$ cat config.mk
export PLATFORM = sky130hd
export DESIGN_NAME = seg7_scan_driver_flat
export DESIGN_NICKNAME = d
export VERILOG_FILES = /design/src/rtl/seg7_pkg.sv /design/src/rtl/seg7_scan_driver_if.sv /design/src/rtl/seg7_scan_timer.sv /design/src/rtl/seg7_scan_driver.sv /design/src/flat_wrapper.sv
export SDC_FILE = /design/constraint.sdc
export NUM_CORES = 1
export LEC_CHECK = 0
export ABC_AREA = 0
export ABC_CLOCK_PERIOD_IN_PS = 6750
export BUFFER_PORTS_ARGS = -buffer_cell sky130_fd_sc_hd__buf_2
export CORE_ASPECT_RATIO = 0.6
export CORE_MARGIN = 2
export CORE_UTILIZATION = 35
export CTS_CLUSTER_SIZE = 8
export DETAILED_ROUTE_END_ITERATION = 10
export GPL_TIMING_DRIVEN = 1
export MAX_ROUTING_LAYER = met4
export PLACE_DENSITY = 0.59
export SETUP_SLACK_MARGIN = 0.5
export SYNTH_ARGS = -nofsm -noshare
export SYNTH_HDL_FRONTEND = slang
export SYNTH_SLANG_ARGS = --single-unit
$ cat constraint.sdc
create_clock -name clk -period 6.75 [get_ports clk]
set_input_delay 1.35 -clock clk [delete_from_list [all_inputs] [get_ports clk]]
set_output_delay 1.35 -clock clk [all_outputs]
set_load 0.01 [all_outputs]
$ cat src/rtl/seg7_pkg.sv
// Shared types and hex-to-segment decode for the 7-segment scan driver.
package seg7_pkg;

  typedef enum logic {LIT, GAP} scan_state_t;

  // Bit order gfedcba, 1 = segment lit before polarity is applied.
  localparam logic [6:0] SEG_LUT [16] = '{
    7'h3F, 7'h06, 7'h5B, 7'h4F, 7'h66, 7'h6D, 7'h7D, 7'h07,
    7'h7F, 7'h6F, 7'h77, 7'h7C, 7'h39, 7'h5E, 7'h79, 7'h71
  };

  function automatic logic [6:0] hex_to_seg(input logic [3:0] nibble);
    return SEG_LUT[nibble];
  endfunction

endpackage

$ cat src/rtl/seg7_scan_driver_if.sv
// Display-content inputs and board-facing segment/digit outputs of the scan driver.
interface seg7_scan_driver_if #(
  parameter int DIGITS = 8
);
  logic                  load;
  logic [4*DIGITS-1:0]   value;
  logic [DIGITS-1:0]     dp;
  logic [DIGITS-1:0]     digit_en;
  logic                  lz_en;
  logic [6:0]            segments;
  logic                  dp_out;
  logic [DIGITS-1:0]     digit_sel;
  logic                  scan_wrap;

  modport master (
    output load, value, dp, digit_en, lz_en,
    input  segments, dp_out, digit_sel, scan_wrap
  );

  modport slave (
    input  load, value, dp, digit_en, lz_en,
    output segments, dp_out, digit_sel, scan_wrap
  );
endinterface

$ cat src/rtl/seg7_scan_timer.sv
// Slot sequencer: REFRESH_DIV lit cycles then BLANK_CYCLES dark cycles per digit.
// idx/lit/scan_wrap are register-derived; scan_wrap marks the cycle idx returns to 0.
module seg7_scan_timer
  import seg7_pkg::*;
#(
  parameter int DIGITS       = 8,
  parameter int REFRESH_DIV  = 50000,
  parameter int BLANK_CYCLES = 16,
  localparam int IDX_W       = (DIGITS > 1) ? $clog2(DIGITS) : 1
) (
  input  logic             clk,
  input  logic             rst_n,
  output logic [IDX_W-1:0] idx,
  output logic             lit,
  output logic             scan_wrap
);

  localparam int CNT_MAX = (REFRESH_DIV > BLANK_CYCLES) ? REFRESH_DIV : BLANK_CYCLES;
  localparam int PRE_W   = (CNT_MAX > 1) ? $clog2(CNT_MAX) : 1;

  scan_state_t      state;
  logic [PRE_W-1:0] presc;
  logic             idx_last;

  assign idx_last = (idx == IDX_W'(DIGITS - 1));
  assign lit      = (state == LIT);

  always_ff @(posedge clk or negedge rst_n) begin
    if (!rst_n) begin
      state     <= LIT;
      presc     <= '0;
      idx       <= '0;
      scan_wrap <= 1'b0;
    end else begin
      scan_wrap <= 1'b0;
      case (state)
        LIT: begin
          if (presc == PRE_W'(REFRESH_DIV - 1)) begin
            presc <= '0;
            if (BLANK_CYCLES > 0) begin
              state <= GAP;
            end else begin
              idx       <= idx_last ? '0 : idx + 1'b1;
              scan_wrap <= idx_last;
            end
          end else begin
            presc <= presc + 1'b1;
          end
        end
        GAP: begin
          if (presc == PRE_W'(BLANK_CYCLES - 1)) begin
            presc     <= '0;
            state     <= LIT;
            idx       <= idx_last ? '0 : idx + 1'b1;
            scan_wrap <= idx_last;
          end else begin
            presc <= presc + 1'b1;
          end
        end
        default: state <= LIT;
      endcase
    end
  end

endmodule

$ cat src/rtl/seg7_scan_driver.sv
// Time-multiplexed hex 7-segment driver with shadowed content, blanking and zero suppression.
// Outputs are registered: shadow updates one edge after load, the display one edge later.
module seg7_scan_driver
  import seg7_pkg::*;
#(
  parameter int DIGITS         = 8,
  parameter int REFRESH_DIV    = 50000,
  parameter int BLANK_CYCLES   = 16,
  parameter int SEG_ACTIVE_LOW = 1,
  parameter int DIG_ACTIVE_LOW = 1
) (
  input logic               clk,
  input logic               rst_n,
  seg7_scan_driver_if.slave bus
);

  localparam int           IDX_W   = (DIGITS > 1) ? $clog2(DIGITS) : 1;
  localparam logic         SEG_INV = (SEG_ACTIVE_LOW != 0);
  localparam logic         DIG_INV = (DIG_ACTIVE_LOW != 0);
  localparam logic [6:0]   SEG_OFF = {7{SEG_INV}};
  localparam logic [DIGITS-1:0] SEL_OFF = {DIGITS{DIG_INV}};

  logic [DIGITS-1:0][3:0] value_sh;
  logic [DIGITS-1:0]      dp_sh;
  logic [DIGITS-1:0]      en_sh;

  logic [IDX_W-1:0]  idx;
  logic              lit;
  logic              upper_nz;
  logic              zero_sup;
  logic [6:0]        seg_raw;
  logic              dp_raw;
  logic [DIGITS-1:0] sel_raw;

  seg7_scan_timer #(
    .DIGITS       (DIGITS),
    .REFRESH_DIV  (REFRESH_DIV),
    .BLANK_CYCLES (BLANK_CYCLES)
  ) u_timer (
    .clk       (clk),
    .rst_n     (rst_n),
    .idx       (idx),
    .lit       (lit),
    .scan_wrap (bus.scan_wrap)
  );

  always_ff @(posedge clk or negedge rst_n) begin
    if (!rst_n) begin
      value_sh <= '0;
      dp_sh    <= '0;
      en_sh    <= '1;
    end else if (bus.load) begin
      value_sh <= bus.value;
      dp_sh    <= bus.dp;
      en_sh    <= bus.digit_en;
    end
  end

  // A digit is a leading zero when it and every more significant nibble are zero.
  always_comb begin
    upper_nz = 1'b0;
    for (int i = 0; i < DIGITS; i++) begin
      if (i >= int'(idx) && value_sh[i] != 4'h0) upper_nz = 1'b1;
    end
    zero_sup = bus.lz_en && (idx != '0) && !upper_nz;

    seg_raw = '0;
    dp_raw  = 1'b0;
    sel_raw = '0;
    if (lit) begin
      sel_raw = DIGITS'(1) << idx;
      if (en_sh[idx]) begin
        dp_raw = dp_sh[idx];
        if (!zero_sup) seg_raw = hex_to_seg(value_sh[idx]);
      end
    end
  end

  always_ff @(posedge clk or negedge rst_n) begin
    if (!rst_n) begin
      bus.segments  <= SEG_OFF;
      bus.dp_out    <= SEG_INV;
      bus.digit_sel <= SEL_OFF;
    end else begin
      bus.segments  <= seg_raw ^ SEG_OFF;
      bus.dp_out    <= dp_raw ^ SEG_INV;
      bus.digit_sel <= sel_raw ^ SEL_OFF;
    end
  end

endmodule

$ cat src/flat_wrapper.sv
// flat-port wrapper written by rule: the top's interface ports become plain ports
module seg7_scan_driver_flat import seg7_pkg::*;
#(
  parameter int DIGITS         = 8,
  parameter int REFRESH_DIV    = 50000,
  parameter int BLANK_CYCLES   = 16,
  parameter int SEG_ACTIVE_LOW = 1,
  parameter int DIG_ACTIVE_LOW = 1
)
  (clk, rst_n, bus_load, bus_value, bus_dp, bus_digit_en, bus_lz_en, bus_segments, bus_dp_out, bus_digit_sel, bus_scan_wrap);
  seg7_scan_driver_if #(.DIGITS(DIGITS)) bus_i ();
  input logic clk;
  input logic rst_n;
  input wire logic [$bits(bus_i.load)-1:0] bus_load;
  input wire logic [$bits(bus_i.value)-1:0] bus_value;
  input wire logic [$bits(bus_i.dp)-1:0] bus_dp;
  input wire logic [$bits(bus_i.digit_en)-1:0] bus_digit_en;
  input wire logic [$bits(bus_i.lz_en)-1:0] bus_lz_en;
  output wire logic [$bits(bus_i.segments)-1:0] bus_segments;
  output wire logic [$bits(bus_i.dp_out)-1:0] bus_dp_out;
  output wire logic [$bits(bus_i.digit_sel)-1:0] bus_digit_sel;
  output wire logic [$bits(bus_i.scan_wrap)-1:0] bus_scan_wrap;
  assign bus_i.load = bus_load;
  assign bus_i.value = bus_value;
  assign bus_i.dp = bus_dp;
  assign bus_i.digit_en = bus_digit_en;
  assign bus_i.lz_en = bus_lz_en;
  assign bus_segments = bus_i.segments;
  assign bus_dp_out = bus_i.dp_out;
  assign bus_digit_sel = bus_i.digit_sel;
  assign bus_scan_wrap = bus_i.scan_wrap;
  seg7_scan_driver #(.DIGITS(DIGITS), .REFRESH_DIV(REFRESH_DIV), .BLANK_CYCLES(BLANK_CYCLES), .SEG_ACTIVE_LOW(SEG_ACTIVE_LOW), .DIG_ACTIVE_LOW(DIG_ACTIVE_LOW)) u_core (.clk(clk), .rst_n(rst_n), .bus(bus_i));
endmodule
==> results of run 1 <==
==> state kept, by name (all words and copies together), names as in the netlist <==
| register | count |
|---|---|
| u_core.value_sh | 32 |
| u_core.bus.digit_sel | 8 |
| u_core.bus.dp_out | 1 |
| u_core.u_timer.state | 1 |
| u_core.u_timer.presc | 16 |
| u_core.u_timer.scan_wrap | 1 |
| u_core.u_timer.idx | 3 |
| u_core.en_sh | 8 |
| u_core.dp_sh | 8 |
| u_core.bus.segments | 7 |
==> area by class of cell <==
class                   instances  area (um^2)
fillers                      1088         6470
flip-flops and latches         85         2160
multi-input cells             203         1760
repair buffers                 69          350
clock buffers                  12          236
well taps                     144          180
clock inverters                 4         72.6
inverters                       9         33.8
==> power by group through the flow <==
stage	Combinational, mW	Clock, mW	Sequential [mW]
after floorplan	0.0755	0	0.582
after global placement	0.124	0	0.586
after detailed placement	0.126	0	0.587
after CTS	0.127	0.533	0.578
after global routing	0.138	0.551	0.583
final	0.126	0.516	0.579
==> worst max-delay path, stage by stage, from the launching register on <==
cell and delay (ns):
dfrtp_1 0.97, mux4_2 0.64, mux2i_1 0.78, mux2i_1 0.18
mux2_2 0.30, nand2_1 0.07
==> metrics by stage <==
step	utilization (%)	cells	setup slack, ns	power (mW)	hold WS, ns
after floorplan	-	309	4.25	0.657	0.448
after global placement	39.8	510	3.85	0.710	0.484
after detailed placement	39.8	510	3.82	0.713	0.493
after CTS	42.6	526	3.80	1.24	0.503
after global routing	42.6	526	3.53	1.27	0.526
final	42.6	526	3.75	1.22	0.497
==> per-layer routing <==
| layer | track usage [%] | up-vias |
|---|---|---|
| met5 | - | - |
| met3 | 3.63 | 10 |
| li1 | - | 1246 |
| met1 | 24.5 | 1348 |
| met4 | 4.86 | 0 |
| met2 | 19.4 | 76 |
==> Yosys cell counts (4+ instances only) <==
| library cell | number | area share (%) |
|---|---|---|
| dfrtp_1 | 61 | 38 |
| mux2_2 | 50 | 14 |
| nand2_1 | 26 | 2.4 |
| dfstp_2 | 24 | 16 |
| nor2_1 | 19 | 1.8 |
| ha_1 | 13 | 4.0 |
| mux4_2 | 12 | 6.7 |
| nand3_1 | 10 | 1.2 |
| nor4_1 | 8 | 1.2 |
| xnor2_1 | 8 | 1.7 |
| and3_1 | 6 | 0.93 |
| xor2_1 | 6 | 1.3 |
| inv_1 | 5 | 0.47 |
| mux2i_1 | 5 | 1.2 |
| nand2b_1 | 5 | 0.78 |
| nor3_1 | 5 | 0.62 |
| buf_1 | 4 | 0.37 |
| buf_2 | 4 | 0.50 |
| inv_2 | 4 | 0.37 |
==> worst min path at each step <==
stage	end	slack, ns	cells after the start
floorplan	u_core.u_timer.presc[0]$_DFF_PN0_	0.45	1
global placement	u_core.u_timer.presc[0]$_DFF_PN0_	0.48	1
detailed placement	u_core.u_timer.presc[10]$_DFF_PN0_	0.49	1
CTS	u_core.u_timer.presc[0]$_DFF_PN0_	0.50	1
global route	u_core.u_timer.presc[0]$_DFF_PN0_	0.53	1
finish	u_core.u_timer.presc[10]$_DFF_PN0_	0.50	1
==> cell usage in the layout (no fill, tap or decap), types with 8 or more instances in the layout <==
cell | netlist | final
dfstp_2 | 24 | 24
nand2_1 | 26 | 26
xnor2_1 | 8 | 8
nor4_1 | 8 | 8
mux4_2 | 12 | 12
clkbuf_16 | 0 | 9
ha_1 | 13 | 13
mux2_2 | 50 | 50
buf_2 | 4 | 67
nand3_1 | 10 | 10
dfrtp_1 | 61 | 61
nor2_1 | 19 | 19
==> logic make-up after synthesis <==
kind of cell | count (synthesis)
AO/OA/AOI/OAI | 22
adder cells (fa/ha/maj) | 13
flip-flops | 85
multiplexers | 70
XOR/XNOR | 14
AND/OR/NAND/NOR | 84
buffers and inverters | 21
==> impl_metrics.toml, run 1 <==
[worst_setup_path]
worst-r2r-cell-count = 5
r2r_start = "u_core.u_timer.idx[0]$_DFFE_PN0P_"
critPathKind = "reg2reg"
cp-start-kind = "flip-flop"
worst-endpoint-required_ns = 7.03
cp_max_fo = 18
crit_end = "u_core.bus.segments[3]$_DFF_PN1_"
arrival_ns = 3.27
regToRegEndpoint = "u_core.bus.segments[3]$_DFF_PN1_"
worst_setup_path_end_kind = "flip-flop"
startpoint = "u_core.u_timer.idx[0]$_DFFE_PN0P_"
reg2reg_setup_slack_ns = 3.75

[timing]
slew_viol_final = 0
finalCritPeriodShare_pct = 44.4
worstMarginPinSlew_ns = 1.09
finClkSkew_ns = 0.00554
finalSetupTns_ns = 0
hold_viol = 0
rsz0062_at_grt = "false"
max_freq_ghz = 0.334
maxSlewHeadroom_pct = 27.4
min_period_ns = 3.00
setup_viol = 0

[floorplan]
die-area_mm2 = 0.0124
core_mm2 = 0.0113
ioPinCount = 69
row_count = 30
die_h_um = 87.0
chipWidth_um = 142
start_util_pct = 35.7

[global_route]
grt_pass1_wl_mm = 14.0
grt_max_degree = 54
grt.overflow.total = 0
grt_pass1_vias = 2590
grtUsageTotal_pct = 15.6
antenna_found_initial = 0

[finish]
design_area_mm2 = 0.00479
finalNetCount = 442
diodes = 0
syn2layout_area_growth_pct = 19.2
final_layout_size_suffix_gt1_share_pct = 45.5

[power_and_ir_drop]
pwr-share-comb_pct = 10.3
seq_power_share_pct = 47.4
power_switching_mw = 0.276
p_int_mw = 0.944
p_leak_nw = 2.09
switching_share_pct = 22.6
powerDensity_mw_per_mm2 = 255
peakVddDrop_v = 0.000123
power_frac_clock_pct = 42.3

[yosys]
ys_seq_area_share_pct = 53.6
synth_edf_count = 0
synth-simple-area-share_pct = 9.89
muxShareOfSynthArea_pct = 23.1
synth_xor_area_share_pct = 3.05
ys_warn_count = 0
ys.flop_type = "dfrtp_1"
postSynthCellCount = 309
netlist_area_mm2 = 0.00402
ys_types = 40
synth_compound_area_share_pct = 3.76
async_reset_ff_share_pct = 100
synth_adder_area_share_pct = 4.04
syn_nets = 374
syn_area_per_cell_um2 = 13.0
synth-seq-cells = 85
synth_top_family_by_area = "multiplexers"

[worst_hold_path]
holdCritStartpoint = "u_core.u_timer.presc[10]$_DFF_PN0_"
worstHoldPathType = "reg2reg"

[placement]
dp_hpwl_mm = 6.52
gp_congestion = 0.780
placed_cell_area_mm2 = 0.00448
port_buffers = 68

[cts]
cts_resized = 0
cts_buffers = 9
cts-root-buf = "clkbuf_16"
post_cts_buffers = 0
cts_buffer_depth = 2
ctsHoldBuffers = 0
cts.sinks = 85
clk_pin_slew_ns = 0.06
clk_latency_ns = 0.34
htreeDepth = 3
cts_tree = "built"

[drt]
wl_met1_mm = 4.98
drt-initial-drc-count = 99
viasPerCell = 5.10
route.met3.wl_um = 364
wl_per_cell_um = 17.0
ant_nets = 0
post-route-drc-count = 0
dr.pass1.iters = 5
wirelength_mm = 8.94
top_layer_used = "met4"
num_vias = 2680
wl_met2_mm = 3.48

[outcome]
outcome = "completed"

[run]
drv_cap = 0
Power figures use the tool's default switching activity.
==> run 2: changes to the inputs <==
- ABC_AREA: 0 -> 1
- ABC_CLOCK_PERIOD_IN_PS: 6750 -> 3000
- clock period: 6.75 -> 3 ns (I/O delays scaled with it)
==> run 2 against run 1 <==
Die area rose by 7.7%; via count is 36% higher; count of clock-buffer cells in the layout decreased by 1; cell count increased by 48%; total power increased by 120%; final area is 7.6% higher; utilization about the same; worst hold slack lost 0.23 ns; synthesized cell count grew 75%; fmax increased by 47%.
==> impl_metrics.toml, run 2 <==
[outcome]
outcome = "completed"

[worst_setup_path]
arrival_ns = 2.30
cp-start-kind = "flip-flop"
worst-endpoint-required_ns = 3.26
critPathKind = "reg2reg"
cp_max_fo = 9
worst_setup_path_end_kind = "flip-flop"

[global_route]
antenna_found_initial = 0
grt_pass1_vias = 3445
grtUsageTotal_pct = 17.4
grt_pass1_wl_mm = 17.7
grt.overflow.total = 0
grt_max_degree = 46

[cts]
cts-root-buf = "clkbuf_16"
cts_resized = 0
cts_buffer_depth = 2
clk_pin_slew_ns = 0.06
post_cts_buffers = 0
htreeDepth = 3
cts.sinks = 85
cts_buffers = 9
ctsHoldBuffers = 0
clk_latency_ns = 0.34
cts_tree = "built"

[drt]
wirelength_mm = 10.7
ant_nets = 0
wl_per_cell_um = 13.8
num_vias = 3635
dr.pass1.iters = 5
viasPerCell = 4.67
post-route-drc-count = 0
drt-initial-drc-count = 254

[floorplan]
die-area_mm2 = 0.0134
ioPinCount = 69
core_mm2 = 0.0121
row_count = 31
die_h_um = 90.3
chipWidth_um = 148
start_util_pct = 35.9

[yosys]
synth.most_common_cell = "nand2_1"
syn_area_per_cell_um2 = 8.05
synth_top_cell_by_area = "dfrtp_1"
ys_warn_count = 0
synth_edf_count = 0
netlist_area_mm2 = 0.00435
ys_seq_area_share_pct = 49.6
synth_top_area_share_pct = 35.1
async_reset_ff_share_pct = 100
synthTopCellsByArea = "dfrtp_1 35%, dfstp_2 15%, nand2_1 14%"
postSynthCellCount = 540
ys.flop_type = "dfrtp_1"
syn_nets = 605
synth-seq-cells = 85
synth_commonest_cells = "160 x nand2_1, 61 x dfrtp_1, 61 x inv_1, 54 x nor2_1, 53 x nand3_1"
ys_types = 31

[timing]
fin_hold_ws_ns = 0.266
max_freq_ghz = 0.491
finalSetupTns_ns = 0
maxSlewHeadroom_pct = 61.1
worstMarginPinSlew_ns = 0.584
rsz0062_at_grt = "false"
setup_viol = 0
min_period_ns = 2.04
hold_viol = 0
finClkSkew_ns = 0.00633
finalCritPeriodShare_pct = 67.9
slew_viol_final = 0

[finish]
diodes = 0
finalNetCount = 673
syn2layout_area_growth_pct = 18.7
largestRegisters = "u_core.value_sh (32), u_core.u_timer.presc (16)"
final_cells = 778
top_register = "u_core.value_sh"
layout_commonest_cell = "nand2_1"
final_layout_size_suffix_gt1_share_pct = 22.7
largest_register_ffs = 32
layout_common_cells = "160 x nand2_1, 67 x buf_2, 61 x inv_1, 61 x dfrtp_1, 54 x nor2_1"

[power_and_ir_drop]
powerDensity_mw_per_mm2 = 513
pwr-share-comb_pct = 11.0
p_int_mw = 1.99
switching_share_pct = 24.9
peakVddDrop_v = 0.000269
seq_power_share_pct = 48.1
p_leak_nw = 2.55
power_frac_clock_pct = 40.9
power_switching_mw = 0.658

[run]
drv_cap = 0

[placement]
dpl.cell_count = 762
port_buffers = 68
dp_hpwl_mm = 8.03
gp_congestion = 0.897

[worst_hold_path]
worstHoldPathType = "in2async"
==> run 2: cells by family after synthesis <==
| family | Yosys count | synth area share, % |
|---|---|---|
| DFF | 85 | 49.6 |
| and+or+nand+nor | 285 | 27.6 |
| adders and majority gates | 13 | 3.74 |
| AOI/OAI and AO/OA | 50 | 6.02 |
| xor gates and xnor gates | 10 | 2.02 |
| buffers and inverters | 85 | 7.92 |
| muxes | 12 | 3.11 |
==> run 2: through the flow <==
step | area [um^2] | util, % | setup slack, ns | power [mW]
2_1_floorplan | 4350 | - | 1.32 | 1.45
3_5_place_dp | 4870 | 40.3 | 1.03 | 1.58
5_1_grt | 5160 | 42.6 | 0.730 | 2.76
6_report | 5160 | 42.6 | 0.962 | 2.65
3_3_place_gp | 4870 | 40.3 | 1.07 | 1.57
4_1_cts | 5160 | 42.6 | 1.01 | 2.68
==> run 2: per-layer routing <==
metal / share of wire (%) / track usage (%) / vias to the layer above
met5: 0 / - / -
met4: 0.85 / 4.37 / 0
met3: 6.2 / 3.64 / 6
met2: 36 / 21.0 / 122
met1: 57 / 28.5 / 1681
li1: - / - / 1826
==> run 2: area by class of cell <==
class,instances,area [um^2]
fillers,1233,6950
flip-flops and latches,85,2160
multi-input cells,370,1840
repair buffers,72,398
inverters,70,265
clock buffers,11,233
well taps,165,206
clock inverters,5,52.6
==> run 2: critical path, cell delays in order (launching register included) <==
cell	delay (ns)
dfrtp_1	0.60
inv_4	0.12
nor2_2	0.30
nand3_1	0.17
nand2_1	0.11
nor2_1	0.10
ha_1	0.23
inv_1	0.08
nand2_1	0.08
nand3_1	0.10
nand3_1	0.08
==> run 2: power groups by stage <==
stage | Clock [mW] | Combinational (mW) | Sequential, mW
after floorplan | 0 | 0.161 | 1.29
after global placement | 0 | 0.285 | 1.29
after detailed placement | 0 | 0.291 | 1.29
after CTS | 1.11 | 0.293 | 1.27
after global routing | 1.15 | 0.331 | 1.28
final | 1.08 | 0.291 | 1.27
==> run 2: path summary, 6_finish.rpt <==
path,slack (ns),depth (start not counted),endpoint,startpoint
max in group asynchronous,2.04,2,u_core.en_sh[5]$_DFFE_PN1P_,rst_n
hold reg to reg,0.47,1,u_core.u_timer.presc[0]$_DFF_PN0_,u_core.u_timer.presc[0]$_DFF_PN0_
setup reg to reg,0.96,10,u_core.bus.segments[0]$_DFF_PN1_,u_core.u_timer.idx[2]$_DFFE_PN0P_
hold / removal,0.27,1,u_core.u_timer.presc[1]$_DFF_PN0_,rst_n
setup / recovery,0.96,10,u_core.bus.segments[0]$_DFF_PN1_,u_core.u_timer.idx[2]$_DFFE_PN0P_
min in group clk,0.47,1,u_core.u_timer.presc[0]$_DFF_PN0_,u_core.u_timer.presc[0]$_DFF_PN0_
==> run 3: changes to the inputs <==
- ABC_CLOCK_PERIOD_IN_PS: 3000 -> 2100
- clock period: 3 -> 2.1 ns (I/O delays scaled with it)
==> run 3 against run 2 <==
First-iteration DRC count grew 13%; clock power grew 55%; final area grew 11%; sequential power grew 43%; setup slack lost 0.57 ns; non-clock buffer count grew 28; worst hold slack gained 0.025 ns; critical path type unchanged.
==> impl_metrics.toml, run 3 (synthesis results as in run 2) <==
[power_and_ir_drop]
p_leak_nw = 2.77
peakVddDrop_v = 0.000388
powerDensity_mw_per_mm2 = 693

[worst_setup_path]
worst-endpoint-required_ns = 2.36
r2r_start = "u_core.u_timer.idx[1]$_DFFE_PN0P_"
critPathMaxStageDelay_ns = 0.46
critPathKind = "reg2reg"
arrival_ns = 1.97
cp_slowest_cell = "dfrtp_2"
reg2reg_setup_slack_ns = 0.39
worst-r2r-cell-count = 10
path_buf_inv = 2
cp_cell_sequence = "buf_6, nor2_4, nand3_2, nand2_2, nor2_4, ha_1, inv_1, nand2_1, nand3_1, nand3_1"
regToRegEndpoint = "u_core.bus.segments[0]$_DFF_PN1_"
worst_setup_path_end_kind = "flip-flop"
cp-start-kind = "flip-flop"
cp_max_fo = 6
crit_family = "simple AND/OR/NAND/NOR gates"

[timing]
hold_viol = 0
max_freq_ghz = 0.585
slew_viol_final = 0
worstMarginPinSlew_ns = 0.340
maxSlewHeadroom_pct = 77.3
finalSetupTns_ns = 0
finalCritPeriodShare_pct = 81.4
worst_slack_ns = 0.390
min_period_ns = 1.71
rsz0062_at_grt = "true"
finClkSkew_ns = 0.00518
setup_viol = 0
fin_hold_ws_ns = 0.291

[drt]
post-route-drc-count = 0
drt-initial-drc-count = 286
wl_per_cell_um = 14.4
dr.pass1.iters = 5
ant_nets = 0
viasPerCell = 4.73
num_vias = 3820
wirelength_mm = 11.6

[global_route]
grt.overflow.total = 0
grt_pass1_vias = 3737
grt_pass1_wl_mm = 18.9
grt_max_degree = 55
antenna_found_initial = 0
grtUsageTotal_pct = 18.5

[floorplan]
start_util_pct = 35.9
chipWidth_um = 148
die_h_um = 90.3
ioPinCount = 69
row_count = 31
die-area_mm2 = 0.0134
core_mm2 = 0.0121

[placement]
place_ws_ns = 0.172
dpl.cell_count = 766
gp_congestion = 0.882
placed_cell_area_mm2 = 0.00491
dp_hpwl_mm = 8.43
port_buffers = 68

[cts]
clk_latency_ns = 0.33
clk_pin_slew_ns = 0.06
cts.sinks = 85
cts_buffer_depth = 2
htreeDepth = 3
cts-root-buf = "clkbuf_16"
cts_tree = "built"
cts_buffers = 9

[finish]
largest_register_ffs = 32
syn2layout_area_growth_pct = 31.3
nFillCells = 1207
diodes = 0
final_cells = 807
design_area_mm2 = 0.00570
top_register = "u_core.value_sh"
largestRegisters = "u_core.value_sh (32), u_core.u_timer.presc (16)"
layout_common_cells = "145 x nand2_1, 67 x buf_2, 58 x dfrtp_1, 56 x inv_1, 45 x nor2_1"
register_area_mm2 = 0.00216
multiInputGateArea_mm2 = 0.00206
final_layout_size_suffix_gt1_share_pct = 33.8
layout_commonest_cell = "nand2_1"
finalNetCount = 702

[worst_hold_path]
whs_path_depth = 3
holdCritStartpoint = "bus_value[12]"
hold_end = "u_core.value_sh[12]$_DFFE_PN0P_"
worstHoldPathType = "in2reg"

[outcome]
outcome = "completed"

[run]
drv_cap = 0
run 3: per-stage QoR:
stage | utilization [%] | power [mW]
detailed placement | 40.5 | 2.27
global route | 47.1 | 4.13
finish | 47.1 | 3.95
global placement | 40.5 | 2.25
CTS | 45.5 | 3.97
floorplan | - | 2.07
run 3: area by class of cell:
cell class	instances	area share, %
flip-flops and latches	85	37.9
multi-input cells	370	36.2
repair buffers	100	11.8
inverters	70	4.96
clock buffers	12	4.15
well taps	165	3.62
clock inverters	4	1.27
repair inverters	1	0.154
run 3: where the power goes:
part	internal (mW)	total, mW	switching (mW)
clock network	1.04	1.67	0.624
registers	1.77	1.82	0.0517
logic	0.185	0.470	0.285
total	2.99	3.95	0.960
run 3: per-layer routing:
metal	global-route usage [%]	share of wire, %
met5	-	0
met2	23.8	39
met4	3.89	1.1
met1	28.9	54
met3	4.39	5.8
run 3: worst register-to-register path, stage by stage (launching register included):
cell     delay, ns
dfrtp_2       0.46
buf_6         0.15
nor2_4        0.17
nand3_2       0.11
nand2_2       0.11
nor2_4        0.06
ha_1          0.21
inv_1         0.09
nand2_1       0.07
nand3_1       0.12
nand3_1       0.09
run 3: repair_timing:
action	CTS	global route
hold endpoints to repair	13	0
setup buffers	13	9
gates resized for setup	39	36
hold buffers	1	0
endpoints found under the setup margin	18	22
gates cloned	1	1
pin swaps	12	17
run 3: worst max-delay path by stage:
stage	start	to	slack, ns	depth (start not counted)
final	u_core.u_timer.idx[1]$_DFFE_PN0P_	u_core.bus.segments[0]$_DFF_PN1_	0.39	10
after global routing	u_core.u_timer.idx[1]$_DFFE_PN0P_	u_core.bus.segments[5]$_DFF_PN1_	0.32	11
after CTS	u_core.u_timer.idx[2]$_DFFE_PN0P_	u_core.bus.segments[3]$_DFF_PN1_	0.47	12
after detailed placement	u_core.u_timer.idx[2]$_DFFE_PN0P_	u_core.bus.segments[3]$_DFF_PN1_	0.17	11
after global placement	u_core.u_timer.idx[2]$_DFFE_PN0P_	u_core.bus.segments[0]$_DFF_PN1_	0.28	11
after floorplan	u_core.u_timer.idx[0]$_DFFE_PN0P_	u_core.bus.segments[3]$_DFF_PN1_	0.49	10
